===== src/rtl/riscv_ex_md_pkg.sv =====
// Shared decode constants, FSM state type and operand-signedness helpers
// for the execute stage and its iterative multiply/divide unit.
package riscv_ex_md_pkg;

  // ALU funct3 decode (muldiv = 0)
  localparam logic [2:0] FUNCT3_ADD  = 3'b000;
  localparam logic [2:0] FUNCT3_SLL  = 3'b001;
  localparam logic [2:0] FUNCT3_SLT  = 3'b010;
  localparam logic [2:0] FUNCT3_SLTU = 3'b011;
  localparam logic [2:0] FUNCT3_XOR  = 3'b100;
  localparam logic [2:0] FUNCT3_SRL  = 3'b101;
  localparam logic [2:0] FUNCT3_OR   = 3'b110;
  localparam logic [2:0] FUNCT3_AND  = 3'b111;

  // M-extension funct3 decode (muldiv = 1)
  localparam logic [2:0] FUNCT3_MUL    = 3'b000;
  localparam logic [2:0] FUNCT3_MULH   = 3'b001;
  localparam logic [2:0] FUNCT3_MULHSU = 3'b010;
  localparam logic [2:0] FUNCT3_MULHU  = 3'b011;
  localparam logic [2:0] FUNCT3_DIV    = 3'b100;
  localparam logic [2:0] FUNCT3_DIVU   = 3'b101;
  localparam logic [2:0] FUNCT3_REM    = 3'b110;
  localparam logic [2:0] FUNCT3_REMU   = 3'b111;

  typedef enum logic [1:0] {
    EXMD_IDLE = 2'd0,
    EXMD_CALC = 2'd1,
    EXMD_FIX  = 2'd2
  } exmd_state_t;

  function automatic logic op_signed_a(input logic [2:0] op);
    return (op == FUNCT3_MUL) || (op == FUNCT3_MULH) || (op == FUNCT3_MULHSU) ||
           (op == FUNCT3_DIV) || (op == FUNCT3_REM);
  endfunction

  function automatic logic op_signed_b(input logic [2:0] op);
    return (op == FUNCT3_MUL) || (op == FUNCT3_MULH) ||
           (op == FUNCT3_DIV) || (op == FUNCT3_REM);
  endfunction

endpackage


===== src/rtl/riscv_ex_md_muldiv.sv =====
// Iterative M-extension unit: radix-2 shift-add multiply and restoring divide
// on operand magnitudes, one bit per CALC cycle, sign fix-up in FIX.
module riscv_muldiv
  import riscv_ex_md_pkg::*;
#(
  parameter int XLEN = 32
) (
  input  logic            clk,
  input  logic            rst,
  input  logic            start,
  input  logic [2:0]      op,
  input  logic [XLEN-1:0] a,
  input  logic [XLEN-1:0] b,
  output logic            idle,
  output logic            done,
  output logic [XLEN-1:0] result
);

  localparam int CW = $clog2(XLEN);
  localparam logic [CW-1:0] CNT_LOAD = CW'(XLEN - 1);

  exmd_state_t       state_reg, state_next;
  logic [CW-1:0]     count_reg, count_next;
  logic [2*XLEN-1:0] acc_reg, acc_next;
  logic [XLEN-1:0]   mag_reg, mag_next;
  logic [2:0]        op_reg, op_next;
  logic              sa_reg, sa_next;
  logic              sb_reg, sb_next;
  logic              bzero_reg, bzero_next;

  logic              sa_in, sb_in;
  logic [XLEN-1:0]   ma_in, mb_in;
  logic [XLEN:0]     mul_sum;
  logic [XLEN:0]     div_diff;
  logic [2*XLEN-1:0] prod;
  logic [XLEN-1:0]   quo, rem;

  assign sa_in = op_signed_a(op) & a[XLEN-1];
  assign sb_in = op_signed_b(op) & b[XLEN-1];
  assign ma_in = sa_in ? -a : a;
  assign mb_in = sb_in ? -b : b;

  // Multiply: acc = {partial product, remaining multiplier bits}
  assign mul_sum  = {1'b0, acc_reg[2*XLEN-1:XLEN]} + {1'b0, mag_reg};
  // Divide: acc = {partial remainder, dividend/quotient bits}
  assign div_diff = acc_reg[2*XLEN-1:XLEN-1] - {1'b0, mag_reg};

  assign prod = (sa_reg ^ sb_reg) ? -acc_reg : acc_reg;
  assign quo  = acc_reg[XLEN-1:0];
  assign rem  = acc_reg[2*XLEN-1:XLEN];

  assign idle = (state_reg == EXMD_IDLE);
  assign done = (state_reg == EXMD_FIX);

  always_ff @(posedge clk or negedge rst) begin
    if (!rst) begin
      state_reg <= EXMD_IDLE;
      count_reg <= '0;
      acc_reg   <= '0;
      mag_reg   <= '0;
      op_reg    <= '0;
      sa_reg    <= 1'b0;
      sb_reg    <= 1'b0;
      bzero_reg <= 1'b0;
    end else begin
      state_reg <= state_next;
      count_reg <= count_next;
      acc_reg   <= acc_next;
      mag_reg   <= mag_next;
      op_reg    <= op_next;
      sa_reg    <= sa_next;
      sb_reg    <= sb_next;
      bzero_reg <= bzero_next;
    end
  end

  always_comb begin
    state_next = state_reg;
    count_next = count_reg;
    acc_next   = acc_reg;
    mag_next   = mag_reg;
    op_next    = op_reg;
    sa_next    = sa_reg;
    sb_next    = sb_reg;
    bzero_next = bzero_reg;
    case (state_reg)
      EXMD_IDLE: begin
        if (start) begin
          state_next = EXMD_CALC;
          count_next = CNT_LOAD;
          op_next    = op;
          sa_next    = sa_in;
          sb_next    = sb_in;
          bzero_next = (b == '0);
          if (op[2]) begin
            acc_next = {{XLEN{1'b0}}, ma_in};
            mag_next = mb_in;
          end else begin
            acc_next = {{XLEN{1'b0}}, mb_in};
            mag_next = ma_in;
          end
        end
      end
      EXMD_CALC: begin
        if (op_reg[2]) begin
          if (!div_diff[XLEN])
            acc_next = {div_diff[XLEN-1:0], acc_reg[XLEN-2:0], 1'b1};
          else
            acc_next = {acc_reg[2*XLEN-2:0], 1'b0};
        end else begin
          if (acc_reg[0])
            acc_next = {mul_sum, acc_reg[XLEN-1:1]};
          else
            acc_next = {1'b0, acc_reg[2*XLEN-1:1]};
        end
        if (count_reg == '0) begin
          state_next = EXMD_FIX;
        end else begin
          count_next = count_reg - CW'(1);
        end
      end
      EXMD_FIX: begin
        state_next = EXMD_IDLE;
      end
      default: begin
        state_next = EXMD_IDLE;
      end
    endcase
  end

  // Divide-by-zero quotient is forced; remainder of |a| re-signed gives a.
  always_comb begin
    result = '0;
    case (op_reg)
      FUNCT3_MUL:                             result = prod[XLEN-1:0];
      FUNCT3_MULH, FUNCT3_MULHSU, FUNCT3_MULHU: result = prod[2*XLEN-1:XLEN];
      FUNCT3_DIV, FUNCT3_DIVU:
        result = bzero_reg ? {XLEN{1'b1}} : ((sa_reg ^ sb_reg) ? -quo : quo);
      FUNCT3_REM, FUNCT3_REMU:
        result = sa_reg ? -rem : rem;
      default: result = '0;
    endcase
  end

endmodule


===== src/rtl/riscv_ex_md.sv =====
// Execute stage: single-cycle ALU inline plus an iterative multiply/divide
// unit; decode is stalled through in_ready while an M operation is in flight.
module riscv_ex_md
  import riscv_ex_md_pkg::*;
#(
  parameter int XLEN = 32,
  parameter int SHW  = $clog2(XLEN)
) (
  input  logic            clk,
  input  logic            rst,
  input  logic            in_valid,
  output logic            in_ready,
  input  logic [4:0]      rdi,
  input  logic [XLEN-1:0] a,
  input  logic [XLEN-1:0] b,
  input  logic [SHW-1:0]  shamt,
  input  logic [2:0]      funct3,
  input  logic            invertb,
  input  logic            muldiv,
  input  logic            load,
  output logic [XLEN-1:0] result,
  output logic [4:0]      rd,
  output logic            memfetch,
  output logic            out_valid
);

  logic                    accept;
  logic                    md_start;
  logic                    md_idle;
  logic                    md_done;
  logic [XLEN-1:0]         md_result;
  logic [4:0]              md_rd_reg;
  logic                    md_load_reg;
  logic [XLEN-1:0]         alu_result;
  logic signed [XLEN-1:0]  sra_result;

  assign in_ready = rst & md_idle;
  assign accept   = in_valid & in_ready;
  assign md_start = accept & muldiv;

  riscv_muldiv #(
    .XLEN (XLEN)
  ) u_muldiv (
    .clk    (clk),
    .rst    (rst),
    .start  (md_start),
    .op     (funct3),
    .a      (a),
    .b      (b),
    .idle   (md_idle),
    .done   (md_done),
    .result (md_result)
  );

  // Kept separate so the arithmetic shift is not flattened to logical by context
  assign sra_result = $signed(a) >>> shamt;

  always_comb begin
    alu_result = '0;
    case (funct3)
      FUNCT3_ADD:  alu_result = invertb ? (a - b) : (a + b);
      FUNCT3_SLL:  alu_result = a << shamt;
      FUNCT3_SLT:  alu_result = {{(XLEN-1){1'b0}}, ($signed(a) < $signed(b))};
      FUNCT3_SLTU: alu_result = {{(XLEN-1){1'b0}}, (a < b)};
      FUNCT3_XOR:  alu_result = a ^ b;
      FUNCT3_SRL:  alu_result = invertb ? sra_result : (a >> shamt);
      FUNCT3_OR:   alu_result = a | b;
      FUNCT3_AND:  alu_result = a & b;
      default:     alu_result = '0;
    endcase
  end

  always_ff @(posedge clk or negedge rst) begin
    if (!rst) begin
      result      <= '0;
      rd          <= '0;
      memfetch    <= 1'b0;
      out_valid   <= 1'b0;
      md_rd_reg   <= '0;
      md_load_reg <= 1'b0;
    end else begin
      out_valid <= 1'b0;
      if (accept && !muldiv) begin
        result    <= alu_result;
        rd        <= rdi;
        memfetch  <= load;
        out_valid <= 1'b1;
      end
      if (md_start) begin
        md_rd_reg   <= rdi;
        md_load_reg <= load;
      end
      if (md_done) begin
        result    <= md_result;
        rd        <= md_rd_reg;
        memfetch  <= md_load_reg;
        out_valid <= 1'b1;
      end
    end
  end

endmodule


===== config.mk =====
export PLATFORM = sky130hd
export DESIGN_NAME = riscv_ex_md
export DESIGN_NICKNAME = d
export VERILOG_FILES = /design/src/rtl/riscv_ex_md_pkg.sv /design/src/rtl/riscv_ex_md_muldiv.sv /design/src/rtl/riscv_ex_md.sv
export SDC_FILE = /design/constraint.sdc
export NUM_CORES = 1
export LEC_CHECK = 0
export CORE_MARGIN = 10
export CORE_UTILIZATION = 35
export CTS_CLUSTER_SIZE = 14
export DETAILED_ROUTE_END_ITERATION = 6
export PLACE_DENSITY = 0.57
export SETUP_SLACK_MARGIN = 0.4
export SLEW_MARGIN = 40
export SYNTH_ARGS = -nofsm -noshare
export SYNTH_HDL_FRONTEND = slang
export SYNTH_SLANG_ARGS = --single-unit

===== constraint.sdc =====
create_clock -name clk -period 3.5 [get_ports clk]
set_input_delay 0.7 -clock clk [delete_from_list [all_inputs] [get_ports clk]]
set_output_delay 0.7 -clock clk [all_outputs]
set_load 0.1 [all_outputs]

==> metrics.md <==
| Metric | Value |
|---|---|
| Status | finished clean |
| Setup ws final | 0.170 ns |
| First-pass GRT wire length | 182,000 µm |
| CTS root buffer | clkbuf_16 |
| Post-Synth Simple-Gate Area | 19.9% |
| Type of the worst min-delay path | in2async |
| Clock latency at the later pin of the worst-skew pair | 0.48 ns |
| Crit-path slowest cell | dfrtp_2 |
| Flop2flop setup slack | 0.17 ns |
| Worst EP required | 3.83 ns |
| Slew Viols, Final | 0 |
| Pin count of the biggest net entering global routing | 71 |
| Worst Tran Pin Value | 0.683 ns |
| DIE AREA | 81,000 µm² |
| Die Span Y | 285 µm |
| Seq/Total Area, Yosys | 15.7% |
| Crit start category | flop |
| Routed vias | 29,300 |
| RR Endpoint | u_muldiv.acc_reg[57] |
| Post-Route WL | 124,000 µm |
| Adder-cell share of the synthesized area | 8.80% |
| Met3 Use GR | 3.05% |
| Leakage power | 14.3 nW |
| Drt drc | 0 |
| Clock Tree Buf Depth | 2 |
| Clock sink count | 154 |
| Diode count | 0 |
| Main combinational cell family by area after synthesis | compound AO/OA/AOI/OAI gates |
| CP endpoint kind | flop |
| Max FFs per register | 64 |
| Via density | 6.01 |
| Hold slack | 0.332 ns |
| H-tree depth | 4 |
| EDFF count, synth | 0 |
| Slew HR | 53.2% |
| DR WL/cell | 25.4 µm |
| Total CTS buffers | 17 |
| RSZ-0062 raised after global routing | true |
| Period Utilization, post-route | 95.1% |
| Setup violators final | 0 |
| Layout cell share with drive strength beyond 1 | 30.2% |
| Final min period | 3.33 ns |
| Critical path class | reg2reg |
| Mux share of post-synthesis cell area | 10.7% |
| Post-layout util | 48.7% |
| Number of max-cap violations | 0 |
| Met1 usage | 37.6% |
| Avg Cell Area, Syn | 7.26 µm² |
| Grt ovf | 0 |
| Starting density of the core | 35.5% |
| Synth Area in XOR/XNOR | 6.86% |
| Post-Syn Instances | 3,375 |
| Clk_skew | 0.0157 ns |
| CORE AREA | 68,900 µm² |
| F_max | 300 MHz |
| #FFs+latches synth | 154 |
| Area grow syn2layout | 36.9% |
| Worst Reg-to-Reg Cells | 14 |
| Synth Area in Compound Gates | 30.9% |
| Post-synthesis async set-or-reset flop share | 100% |
| GR Layer Usage met2 | 49.0% |
| Worst EP arrival | 3.66 ns |
| Max Fanout on Critical Path | 17 |
| Pwr Density | 806 nW/µm² |
| All-layer global routing usage | 29.1% |
| Ys flop type | dfrtp_1 |
| Detail Placement HPWL | 99,300 µm |
| Synth Warn # | 0 |
| Worst VDD drop | 0.736 mV |
| GRT busiest layer | met2 |
| DR iter-0 viols | 2,828 |
| Synth Net Count | 3,628 |
| GP Congestion | 1.00 |
| Pwr Total | 27.1 mW |
| Top Ports | 123 |
| Netlist cell types | 87 |
| CP cell instances | inv_2 > ha_4 > inv_2 > fa_2 > a21oi_2 > nand4b_1 > a21oi_2 > or2_4 > a311o_2 > and3_4 > nor2_4 > buf_12 > mux2i_2 > a311oi_1 |
| Detailed Routing Iterations Pass 1 | 6 |
| Place WS | -0.708 ns |
| Post-route ant nets | 0 |
| Initial antenna violation count | 0 |
| Hold Vio Cnt, Final | 0 |
| Final net count | 4,178 |
| CTS tree | built |
| Post-Syn Area | 24,500 µm² |
| Max incr delay on CP | 0.47 ns |
| FF-to-FF Start | u_muldiv.acc_reg[31] |
| Total negative slack | 0 ns |
| Clk slew on worst S/H paths | 0.07 ns |
| Fill count | 7,065 |
| Vias in the first global route | 28,300 |
| Std cell rows | 96 |
| Port Buffer Count | 122 |
| Die width | 285 µm |
cell usage in the layout (no fill, tap or decap), types with 59 or more instances in the layout:
cell type | netlist | layout
ha_1 | 166 | 122
xnor2_1 | 148 | 144
a211oi_1 | 80 | 66
buf_4 | 0 | 679
a31oi_1 | 65 | 59
nand2_1 | 319 | 310
nor3_1 | 83 | 74
dfrtp_1 | 154 | 147
nor2_1 | 341 | 325
o21ai_0 | 235 | 202
a21oi_1 | 319 | 295
mux2i_1 | 113 | 110
inv_1 | 167 | 128
worst max-delay path by stage:
stage / start / to / depth (start not counted)
3_5_place_dp: a[0] / result[18] / 14
4_1_cts: u_muldiv.acc_reg[31] / u_muldiv.acc_reg[57] / 14
3_3_place_gp: a[0] / result[18] / 14
5_1_grt: u_muldiv.acc_reg[31] / u_muldiv.acc_reg[49] / 14
6_report: u_muldiv.acc_reg[31] / u_muldiv.acc_reg[57] / 14
2_1_floorplan: a[14] / result[24] / 13
metrics by stage:
| step | area, µm² | std cells |
|---|---|---|
| after floorplan | 25000 | 3375 |
| after global placement | 30900 | 4770 |
| after detailed placement | 30900 | 4771 |
| after CTS | 32600 | 4839 |
| after global routing | 33500 | 4869 |
| final | 33500 | 4869 |
cell usage after synthesis, types with 33 or more instances:
master    count  area [µm²]
a211oi_1     80         601
nor2_1      341        1280
a31oi_1      65         407
nor3_1       83         415
clkbuf_1    233         875
o31ai_1      47         353
ha_1        166        2080
xnor2_1     148        1300
a21oi_1     319        1600
nand3_1      64         320
inv_1       167         627
mux2i_1     113        1130
nand2b_1     35         219
o221ai_1     33         289
o22ai_1      37         231
mux4_2       58        1310
nand2_1     319        1200
a21o_1       47         353
o21ai_0     235        1180
o211ai_1     57         428
dfrtp_1     154        3850
buf_1        36         135
xor2_1       44         385
layout make-up:
| type | instances | area [µm²] | share of cell area (%) |
|---|---|---|---|
| Multi-Input combinational cell | 2766 | 20800 | 61.9 |
| Timing Repair Buffer | 814 | 6530 | 19.5 |
| Sequential cell | 154 | 3860 | 11.5 |
| Tap cell | 931 | 1160 | 3.47 |
| Inverter | 172 | 667 | 1.99 |
| Clock buffer | 18 | 429 | 1.28 |
| Clock inverter | 14 | 138 | 0.410 |
what timing repair did:
action | CTS | global route
pin swaps | 71 | 93
hold buffers | 0 | 0
setup buffers | 36 | 30
endpoints found under the setup margin | 95 | 81
gates resized for setup | 252 | 231
cell families after synthesis:
| group | after synthesis |
|---|---|
| AOI/OAI and AO/OA | 1167 |
| xor gates and xnor gates | 192 |
| adders and majority gates | 170 |
| buffers and inverters | 455 |
| DFF | 154 |
| muxes | 188 |
| and+or+nand+nor | 1049 |
worst max-delay path, delay by kind of cell (launching register included):
| family | cells | cell delay (ns) |
|---|---|---|
| simple gates | 4 | 0.82 |
| buf+inv | 3 | 0.30 |
| flops | 1 | 0.47 |
| fa+ha+maj | 2 | 0.48 |
| mux | 1 | 0.24 |
| compound gates | 4 | 0.88 |
per-layer routing:
metal,vias up,wire (µm)
met4,0,5200
met5,-,0
met2,1219,57900
met1,14200,52900
li1,13600,-
met3,249,7550
report_power, final:
group          internal [mW]  switching, mW
logic                   8.31           12.9
registers               2.66           1.21
clock network          0.998          0.948
total                   12.0           15.1
Power figures use the tool's default switching activity.
